--- config.mk ---
export PLATFORM = sky130hd
export DESIGN_NAME = mem_stream_reader
export DESIGN_NICKNAME = d
export VERILOG_FILES = /design/src/rtl/mem_reader_pkg.sv /design/src/rtl/mem_reader_fifo.sv /design/src/rtl/mem_stream_reader.sv
export SDC_FILE = /design/constraint.sdc
export NUM_CORES = 1
export LEC_CHECK = 0
export BUFFER_PORTS_ARGS = -buffer_cell sky130_fd_sc_hd__buf_2
export CELL_PAD_IN_SITES_DETAIL_PLACEMENT = 1
export CELL_PAD_IN_SITES_GLOBAL_PLACEMENT = 1
export CORE_MARGIN = 4
export CORE_UTILIZATION = 45
export DETAILED_ROUTE_END_ITERATION = 16
export PLACE_DENSITY_LB_ADDON = 0.1
export SYNTH_ARGS = -nofsm -noshare
export SYNTH_HDL_FRONTEND = slang
export SYNTH_SLANG_ARGS = --single-unit
--- constraint.sdc ---
create_clock -name clk -period 3.2 [get_ports clk]
set_clock_uncertainty 0.1 [all_clocks]
set_input_delay 0 -clock clk [delete_from_list [all_inputs] [get_ports clk]]
set_output_delay 0 -clock clk [all_outputs]
set_load 0.05 [all_outputs]
--- src/rtl/mem_reader_pkg.sv ---
`default_nettype none
// ============================================================================
//  Module      : mem_reader_pkg
//  Description : Shared types and constants for the memory stream reader.
//  Revision    : 1.0 - initial release
// ============================================================================
package mem_reader_pkg;

    localparam int c_DATA_W = 16;
    localparam int c_CYC_W  = 2;

    typedef enum logic [1:0] {
        IDLE  = 2'd0,
        ISSUE = 2'd1,
        DRAIN = 2'd2,
        DONE  = 2'd3
    } state_t;

endpackage
`default_nettype wire

--- src/rtl/mem_reader_fifo.sv ---
`default_nettype none
// ============================================================================
//  Module      : mem_reader_fifo
//  Description : Synchronous FIFO with occupancy count and registered head.
//  Revision    : 1.0 - initial release
// ============================================================================
module mem_reader_fifo #(
    parameter int DATA_W     = 16,
    parameter int FIFO_DEPTH = 4
) (
    input  logic                            clk,
    input  logic                            reset,
    input  logic                            flush,
    input  logic                            push,
    input  logic [DATA_W-1:0]               din,
    input  logic                            ready,
    output logic                            valid,
    output logic [DATA_W-1:0]               dout,
    output logic [$clog2(FIFO_DEPTH):0]     count
);

    localparam int c_PTR_W = (FIFO_DEPTH > 1) ? $clog2(FIFO_DEPTH) : 1;
    localparam int c_CNT_W = $clog2(FIFO_DEPTH) + 1;

    logic [DATA_W-1:0]  r_mem [FIFO_DEPTH];
    logic [c_PTR_W-1:0] r_wr_ptr;
    logic [c_PTR_W-1:0] r_rd_ptr;
    logic [c_CNT_W-1:0] r_count;
    logic               r_valid;
    logic [DATA_W-1:0]  r_data;

    logic               w_pop;
    logic               w_push_ok;
    logic [c_PTR_W-1:0] w_rd_next;
    logic [c_CNT_W-1:0] w_count_next;
    logic [DATA_W-1:0]  w_head_next;

    assign w_pop        = r_valid & ready;
    // A push into a full FIFO is still accepted when the head leaves this cycle
    assign w_push_ok    = push & ~flush & ((r_count != c_CNT_W'(FIFO_DEPTH)) | w_pop);
    assign w_rd_next    = w_pop ? r_rd_ptr + c_PTR_W'(1) : r_rd_ptr;
    assign w_count_next = r_count + c_CNT_W'(w_push_ok) - c_CNT_W'(w_pop);
    // Head register tracks the entry at the next read pointer, bypassing the array on a fresh write
    assign w_head_next  = (w_push_ok && (r_wr_ptr == w_rd_next)) ? din : r_mem[w_rd_next];

    always_ff @(posedge clk) begin
        if (w_push_ok) begin
            r_mem[r_wr_ptr] <= din;
        end
    end

    always_ff @(posedge clk) begin
        if (reset) begin
            r_wr_ptr <= '0;
            r_rd_ptr <= '0;
            r_count  <= '0;
            r_valid  <= 1'b0;
            r_data   <= '0;
        end else if (flush) begin
            r_wr_ptr <= '0;
            r_rd_ptr <= '0;
            r_count  <= '0;
            r_valid  <= 1'b0;
        end else begin
            if (w_push_ok) begin
                r_wr_ptr <= r_wr_ptr + c_PTR_W'(1);
            end
            r_rd_ptr <= w_rd_next;
            r_count  <= w_count_next;
            r_valid  <= (w_count_next != '0);
            r_data   <= w_head_next;
        end
    end

    assign valid = r_valid;
    assign dout  = r_data;
    assign count = r_count;

endmodule
`default_nettype wire

--- src/rtl/mem_stream_reader.sv ---
`default_nettype none
// ============================================================================
//  Module      : mem_stream_reader
//  Description : Burst read initiator for the sequential-address memory with
//                credit-controlled output FIFO. Optional abort via
//                MEM_STREAM_READER_ABORT_EN.
//  Revision    : 1.0 - initial release
// ============================================================================
module mem_stream_reader
    import mem_reader_pkg::*;
#(
    parameter int DATA_W     = c_DATA_W,
    parameter int LEN_W      = 10,
    parameter int FIFO_DEPTH = 4
) (
    input  logic                clk,
    input  logic                reset,
`ifdef MEM_STREAM_READER_ABORT_EN
    input  logic                abort,
`endif
    input  logic                start,
    input  logic [LEN_W-1:0]    burst_len,
    input  logic                cfg_multi_cycle,
    input  logic [c_CYC_W-1:0]  cfg_cycle_count,
    output logic                busy,
    output logic                done,
    output logic                mem_rd_en,
    output logic                mem_multi_cycle_mode,
    output logic [c_CYC_W-1:0]  mem_cycle_count,
    input  logic [DATA_W-1:0]   mem_data_out,
    output logic                m_valid,
    input  logic                m_ready,
    output logic [DATA_W-1:0]   m_data
);

    localparam int c_CNT_W = $clog2(FIFO_DEPTH) + 1;
    localparam int c_SUM_W = c_CNT_W + 1;

    state_t             r_state;
    logic [LEN_W-1:0]   r_len_left;
    logic [c_CYC_W-1:0] r_cyc_left;
    logic [c_CYC_W-1:0] r_k;
    logic               r_mc;
    logic               r_rd_en;
    logic               r_busy;
    logic               r_done;
    logic               r_cap_pend;
    logic               r_abort_pend;

    logic               w_final;
    logic [LEN_W-1:0]   w_len_next;
    logic               w_pop;
    logic [c_SUM_W-1:0] w_count_next;
    logic               w_credit;
    logic               w_drained;
    logic               w_abort;
    logic               w_abort_any;
    logic [c_CYC_W-1:0] w_cost_m1;
    logic [c_CNT_W-1:0] w_fifo_count;
    logic               w_fifo_valid;

`ifdef MEM_STREAM_READER_ABORT_EN
    assign w_abort = abort & ((r_state == ISSUE) | (r_state == DRAIN));
`else
    assign w_abort = 1'b0;
`endif
    assign w_abort_any  = w_abort | r_abort_pend;

    assign w_final      = r_rd_en & (r_cyc_left == '0);
    assign w_len_next   = (w_final && (r_len_left != '0)) ? r_len_left - LEN_W'(1) : r_len_left;
    assign w_pop        = w_fifo_valid & m_ready;
    assign w_cost_m1    = r_mc ? r_k : '0;
    // Occupancy as seen next cycle; the word finishing now joins the in-flight credit
    assign w_count_next = {1'b0, w_fifo_count} + c_SUM_W'(r_cap_pend) - c_SUM_W'(w_pop);
    assign w_credit     = (w_count_next + c_SUM_W'(w_final)) < c_SUM_W'(FIFO_DEPTH);
    assign w_drained    = (w_count_next == '0) & ~r_cap_pend;

    always_ff @(posedge clk) begin
        if (reset) begin
            r_state      <= IDLE;
            r_len_left   <= '0;
            r_cyc_left   <= '0;
            r_k          <= '0;
            r_mc         <= 1'b0;
            r_rd_en      <= 1'b0;
            r_busy       <= 1'b0;
            r_done       <= 1'b0;
            r_cap_pend   <= 1'b0;
            r_abort_pend <= 1'b0;
        end else begin
            r_done     <= 1'b0;
            r_cap_pend <= w_final & ~w_abort_any;
            case (r_state)
                IDLE: begin
                    if (start) begin
                        r_mc       <= cfg_multi_cycle;
                        r_k        <= cfg_cycle_count;
                        r_busy     <= 1'b1;
                        r_len_left <= burst_len;
                        if (burst_len == '0) begin
                            r_state <= DONE;
                            r_done  <= 1'b1;
                        end else begin
                            r_state    <= ISSUE;
                            r_rd_en    <= 1'b1;
                            r_cyc_left <= cfg_multi_cycle ? cfg_cycle_count : '0;
                        end
                    end
                end
                ISSUE: begin
                    r_len_left <= w_len_next;
                    if (r_rd_en && !w_final) begin
                        r_cyc_left <= r_cyc_left - c_CYC_W'(1);
                    end
                    // An aborted word still finishes so the memory's cycle counter lands on zero
                    if (w_abort_any) begin
                        if (r_rd_en && !w_final) begin
                            r_abort_pend <= 1'b1;
                        end else begin
                            r_rd_en      <= 1'b0;
                            r_abort_pend <= 1'b0;
                            r_state      <= DONE;
                            r_done       <= 1'b1;
                        end
                    end else if (w_final && (w_len_next == '0)) begin
                        r_rd_en <= 1'b0;
                        r_state <= DRAIN;
                    end else if ((!r_rd_en || w_final) && w_credit) begin
                        r_rd_en    <= 1'b1;
                        r_cyc_left <= w_cost_m1;
                    end else if (w_final) begin
                        r_rd_en <= 1'b0;
                    end
                end
                DRAIN: begin
                    if (w_abort_any || w_drained) begin
                        r_state <= DONE;
                        r_done  <= 1'b1;
                    end
                end
                DONE: begin
                    r_state      <= IDLE;
                    r_busy       <= 1'b0;
                    r_abort_pend <= 1'b0;
                end
                default: begin
                    r_state <= IDLE;
                end
            endcase
        end
    end

    mem_reader_fifo #(
        .DATA_W     (DATA_W),
        .FIFO_DEPTH (FIFO_DEPTH)
    ) u_fifo (
        .clk   (clk),
        .reset (reset),
        .flush (w_abort_any),
        .push  (r_cap_pend),
        .din   (mem_data_out),
        .ready (m_ready),
        .valid (w_fifo_valid),
        .dout  (m_data),
        .count (w_fifo_count)
    );

    assign busy                 = r_busy;
    assign done                 = r_done;
    assign mem_rd_en            = r_rd_en;
    assign mem_multi_cycle_mode = r_mc;
    assign mem_cycle_count      = r_k;
    assign m_valid              = w_fifo_valid;

endmodule
`default_nettype wire

==> results of run 1 <==
-- per-layer routing --
metal | vias to the layer above | global-route usage (%) | share of wire (%)
met1 | 1874 | 25.20 | 44
met3 | 22 | 3.158 | 2.7
met5 | - | 0 | 0
li1 | 1800 | - | -
met4 | 0 | 8.685 | 2.7
met2 | 61 | 35.57 | 51
-- worst max path at each step --
stage	cells past startpoint	endpoint	slack, ns
after floorplan	9	r_cyc_left[1]	0.11
after global placement	8	r_cyc_left[1]	0.43
after detailed placement	8	r_cyc_left[1]	0.34
after CTS	8	r_cyc_left[1]	0.33
after global routing	10	r_state[0]	0.09
final	8	r_cyc_left[1]	0.29
-- repair_timing --
action                    CTS  global route
hold buffers               26             0
hold endpoints to repair   85             0
gates resized for setup     0             0
-- power breakdown --
part / switching, µW / internal (µW)
logic: 1440 / 962
clock network: 512 / 637
registers: 186 / 1720
total: 2140 / 3320
-- worst register-to-register path: cells and delay by family (launching register included) --
| kind | cells | cell delay (ns) |
|---|---|---|
| compound gates | 3 | 0.99 |
| flops | 1 | 0.36 |
| fa+ha+maj | 1 | 0.23 |
| buf+inv | 1 | 0.09 |
| simple gates | 3 | 1.03 |
-- sequential cells by signal, summed over array words and instances (netlist names), 2 cells and up --
name             count
u_fifo.r_mem        64
u_fifo.dout         16
u_fifo.r_wr_ptr      2
u_fifo.count         3
r_cyc_left           2
r_state              2
u_fifo.r_rd_ptr      2
mem_cycle_count      2
r_len_left          10
-- layout make-up --
cell class / count / area (µm²)
Sequential cell: 110 / 2843
Inverter: 20 / 75.07
Timing Repair Buffer: 96 / 648.1
Clock inverter: 5 / 65.06
Multi-Input combinational cell: 279 / 2130
Clock buffer: 11 / 242.7
Fill cell: 1165 / 4852
Tap cell: 140 / 175.2
-- cells in the final DEF, fill, tap and decap left out, types with 17 or more instances in the layout --
master	count
edfxtp_1	64
nor2_1	56
buf_2	55
dfxtp_1	46
dlygate4sd3_1	26
nand2_1	22
a211oi_1	22
mux2i_1	19
inv_1	18
a21oi_1	17
-- stage by stage --
| stage | total power [µW] | util, % | hold WS, ns |
|---|---|---|---|
| 3_5_place_dp | 4305 | 50.86 | 0.1358 |
| 2_1_floorplan | 3691 | - | -0.001131 |
| 5_1_grt | 5849 | 56.01 | 0.04576 |
| 6_report | 5458 | 56.01 | 0.01408 |
| 4_1_cts | 5507 | 56.01 | 0.007540 |
| 3_3_place_gp | 4236 | 50.86 | 0.1285 |
-- cell families (layout without fill, tap and decap cells) --
family,count (synthesis),in the layout,synth area share [%]
xor+xnor,8,8,1.509
buf+inv,41,132,3.262
fa+ha+maj,17,17,4.382
mux,36,36,10.93
simple gates,131,131,12.24
flops,110,110,55.31
compound gates,87,87,12.37
==> impl_metrics.toml, run 1 <==
[finish]
nets = 565
drive_gt1_share_pct = 21.31
num_antenna_cells = 0
area_delta_synth_final_pct = 20.20
final_area_um2 = 6178
fin_cells = 661

[place]
dpl_worst_slack_ns = 0.3380
placed_cell_area_um2 = 5610
dpl.cell_count = 619
gp_congestion = 0.8439
portBuffers = 55
hpwl_um = 8387

[clock_network]
root_buffer = "clkbuf_16"
cts_tree = "yes"
clk_latency_ns = 0.34
clk_pin_slew_worst_paths_ns = 0.07
post_cts_buffers = 0
clockBufferDepth = 2
cts_buffers = 9
clock-sinks = 110
htreeDepth = 3

[worst_hold_path]
hold_depth = 5
hold_path.class = "primary input to register"
min_from = "burst_len[8]"
whs_endpoint = "r_len_left[8]"

[drt]
ant_nets = 0
vias = 3757
firstDrtPassIters = 4
drt_wl_total_um = 12580
vias_per_cell = 5.684
wl_per_cell_um = 19.03
first_iter_violations = 138
drc = 0

[power]
peakVddDrop_mv = 0.4944
p_leak_uw = 0.002425
power-per-cell-area_nw_per_um2 = 883.4

[sta]
hold_viol = 0
max-slew-margin-rel_pct = 54.54
period_minus_slack_ns = 2.910
fmax_mhz = 343.6
finalSetupTns_ns = 0
final-setup-viol-count = 0
tightestPinTransition_ns = 0.6756
worst_slack_ns = 0.2899
fin_crit_sh_pct = 90.94
rsz0062_at_grt = "no"
slew_viol_final = 0

[logic_synthesis]
synthFlopType = "edfxtp_1"
synth_common_cells = "edfxtp_1 (64), nor2_1 (56), dfxtp_1 (46), a211oi_1 (22), nand2_1 (22)"
synth_area_um2 = 5140
synthCells = 430
synth_top_area_cell = "edfxtp_1"
synth_top_cell_area_share_pct = 37.39
seq_area_frac_synth_pct = 55.31
synth_edf_count = 64
yosys-top-cells-area = "edfxtp_1 (37%), dfxtp_1 (18%), mux4_2 (7.0%)"
synth.net_count = 479
ys_warn_count = 0
synth_cell_types = 63
yosysMostFrequentCell = "edfxtp_1"
synth-async-reset-ratio_pct = 0
synth.avg_cell_area_um2 = 11.95
ys_seq_elements = 110

[critical_path]
critPathTopFamily = "simple AND/OR/NAND/NOR gates"
endpoint_kind = "register"
r2r_slack_ns = 0.29
regToRegStartpoint = "r_len_left[0]"
critPathArrivalTime_ns = 3.04
reg2regPathDepth = 8
path_class = "register to register"
crit_fanout = 6
cp_slowest_cell = "or3b_1"
cpPeakStageDelay_ns = 0.47
startpoint = "r_len_left[0]"
startpoint_type = "register"
r2r_end = "r_cyc_left[1]"
crit_buf_inv = 1
cp_cell_sequence = "inv_1 > ha_1 > or3b_1 > o41a_1 > a311oi_2 > nand4_1 > and3_1 > a221o_1"
cp_data_required_time_ns = 3.33

[global_route]
grt_pass1_vias = 4137
overflow = 0
grt_use_total_pct = 20.42
grt_max_degree = 41
antenna_found_initial = 0
grt_pass1_wl_um = 21140

[floorplanning]
ios = 56
dieHeight_um = 114.9
start_util_pct = 46.60
core_area_um2 = 11030
rows = 38
die_area_um2 = 13200
die_w_um = 114.9

[outcome]
outcome = "finished clean"

[job]
maxCapViolations = 0
Note: power is estimated with default switching activity, not from simulation.
==> inputs of run 2 (changes only) <==
REMOVE_ABC_BUFFERS = 1   (was default)
==> impl_metrics.toml, run 2 (synthesis gave the netlist of run 1 again) <==
[sta]
final-setup-viol-count = 0
fin_crit_sh_pct = 89.87
rsz0062_at_grt = "no"
slew_viol_final = 0
worst_slack_ns = 0.3241
hold_viol = 0
finalSetupTns_ns = 0
max-slew-margin-rel_pct = 51.65
tightestPinTransition_ns = 0.7186
fmax_mhz = 347.7
period_minus_slack_ns = 2.876

[finish]
num_antenna_cells = 0
area_delta_synth_final_pct = 20.86
largest_register_ffs = 64
fillers = 1150
nets = 568
fin_cells = 664
top_register = "u_fifo.r_mem"
drive_gt1_share_pct = 20.99
final_cell_mix = "edfxtp_1 (64), nor2_1 (56), buf_2 (55)"
layout_commonest_cell = "edfxtp_1"
final_area_um2 = 6212

[clock_network]
clk_pin_slew_worst_paths_ns = 0.07
post_cts_buffers = 0
clockBufferDepth = 2
htreeDepth = 3
cts_tree = "yes"
root_buffer = "clkbuf_16"
clock-sinks = 110
cts_buffers = 9
clk_latency_ns = 0.35
cts.repair.resized = 0
holdBufCountCts = 30

[global_route]
use_met1_pct = 26.10
gr-usage-met2_pct = 38.23
overflow = 0
grt_use_met3_pct = 4.421
busiest_layer = "met2"
grt_max_degree = 41
grt_pass1_vias = 4127
antenna_found_initial = 0
grt_pass1_wl_um = 21770
grt_use_total_pct = 21.33

[drt]
firstDrtPassIters = 4
vias_per_cell = 5.684
wl_per_cell_um = 19.65
vias = 3774
drc = 0
drt_wl_total_um = 13050
ant_nets = 0
first_iter_violations = 171

[critical_path]
cp_data_required_time_ns = 3.35
startpoint_type = "register"
crit_fanout = 4
path_class = "register to register"
critPathArrivalTime_ns = 3.03
endpoint_kind = "register"

[place]
placed_cell_area_um2 = 5603
dpl_worst_slack_ns = 0.3251
hpwl_um = 8357
gp_congestion = 0.8353
dpl.cell_count = 618
portBuffers = 55

[power]
p_leak_uw = 0.002441
power-per-cell-area_nw_per_um2 = 879.5
peakVddDrop_mv = 0.5978

[floorplanning]
die_w_um = 114.9
start_util_pct = 46.60
ios = 56
core_area_um2 = 11030
die_area_um2 = 13200
rows = 38
dieHeight_um = 114.9

[job]
maxCapViolations = 0

[outcome]
outcome = "finished clean"

[worst_hold_path]
hold_path.class = "primary input to register"
==> run 2: changes by cell type in the layout (fill, tap and decap cells not counted), sizes merged <==
cell         previous run  this run
clkinv                  2         3
buf                    70        69
dlygate4sd3            26        30
clkinvlp                2         1
==> run 2: metal layers <==
metal / vias up / share of wire, % / wire length, µm
li1: 1800 / - / -
met1: 1905 / 43 / 5556
met2: 56 / 53 / 6938
met3: 13 / 3.0 / 389
met4: 0 / 1.2 / 162
met5: - / 0 / 0
==> run 2: layout make-up <==
class / instances / area, µm² / area share, %
clock inverters: 5 / 66.31 / 1.067
repair buffers: 99 / 680.7 / 10.96
clock buffers: 11 / 242.7 / 3.907
flip-flops and latches: 110 / 2843 / 45.76
inverters: 20 / 75.07 / 1.208
well taps: 140 / 175.2 / 2.820
multi-input cells: 279 / 2130 / 34.28
==> run 2: final timing paths <==
kind,from,endpoint,slack (ns),cells past startpoint
worst min register to register,mem_cycle_count[1],mem_cycle_count[1],0.38,2
worst min-delay path,burst_len[3],r_len_left[3],0.02,4
worst max-delay path,u_fifo.valid,mem_rd_en,0.32,9
worst max register to register,u_fifo.valid,mem_rd_en,0.32,9
==> run 2: power by group <==
part           switching, µW  internal [µW]  total (µW)
Sequential               185           1720        1900
Clock                    527            639        1170
Combinational           1440            952        2400
==> run 2: through the flow <==
stage	power, µW	utilization (%)	hold slack [ns]
3_3_place_gp	4217	50.79	0.1270
5_1_grt	5846	56.32	0.06387
6_report	5464	56.32	0.01660
3_5_place_dp	4283	50.79	0.1335
2_1_floorplan	3646	-	-0.03093
4_1_cts	5510	56.32	0.002677
==> run 2: critical path, cell delays in order (launching register included) <==
cell      delay (ns)
dfxtp_1         0.35
nand2_1         0.14
or2_2           0.35
ha_1            0.28
and3_1          0.15
or3_1           0.38
a211oi_1        0.39
a22o_1          0.25
o31ai_1         0.08
a221oi_1        0.32
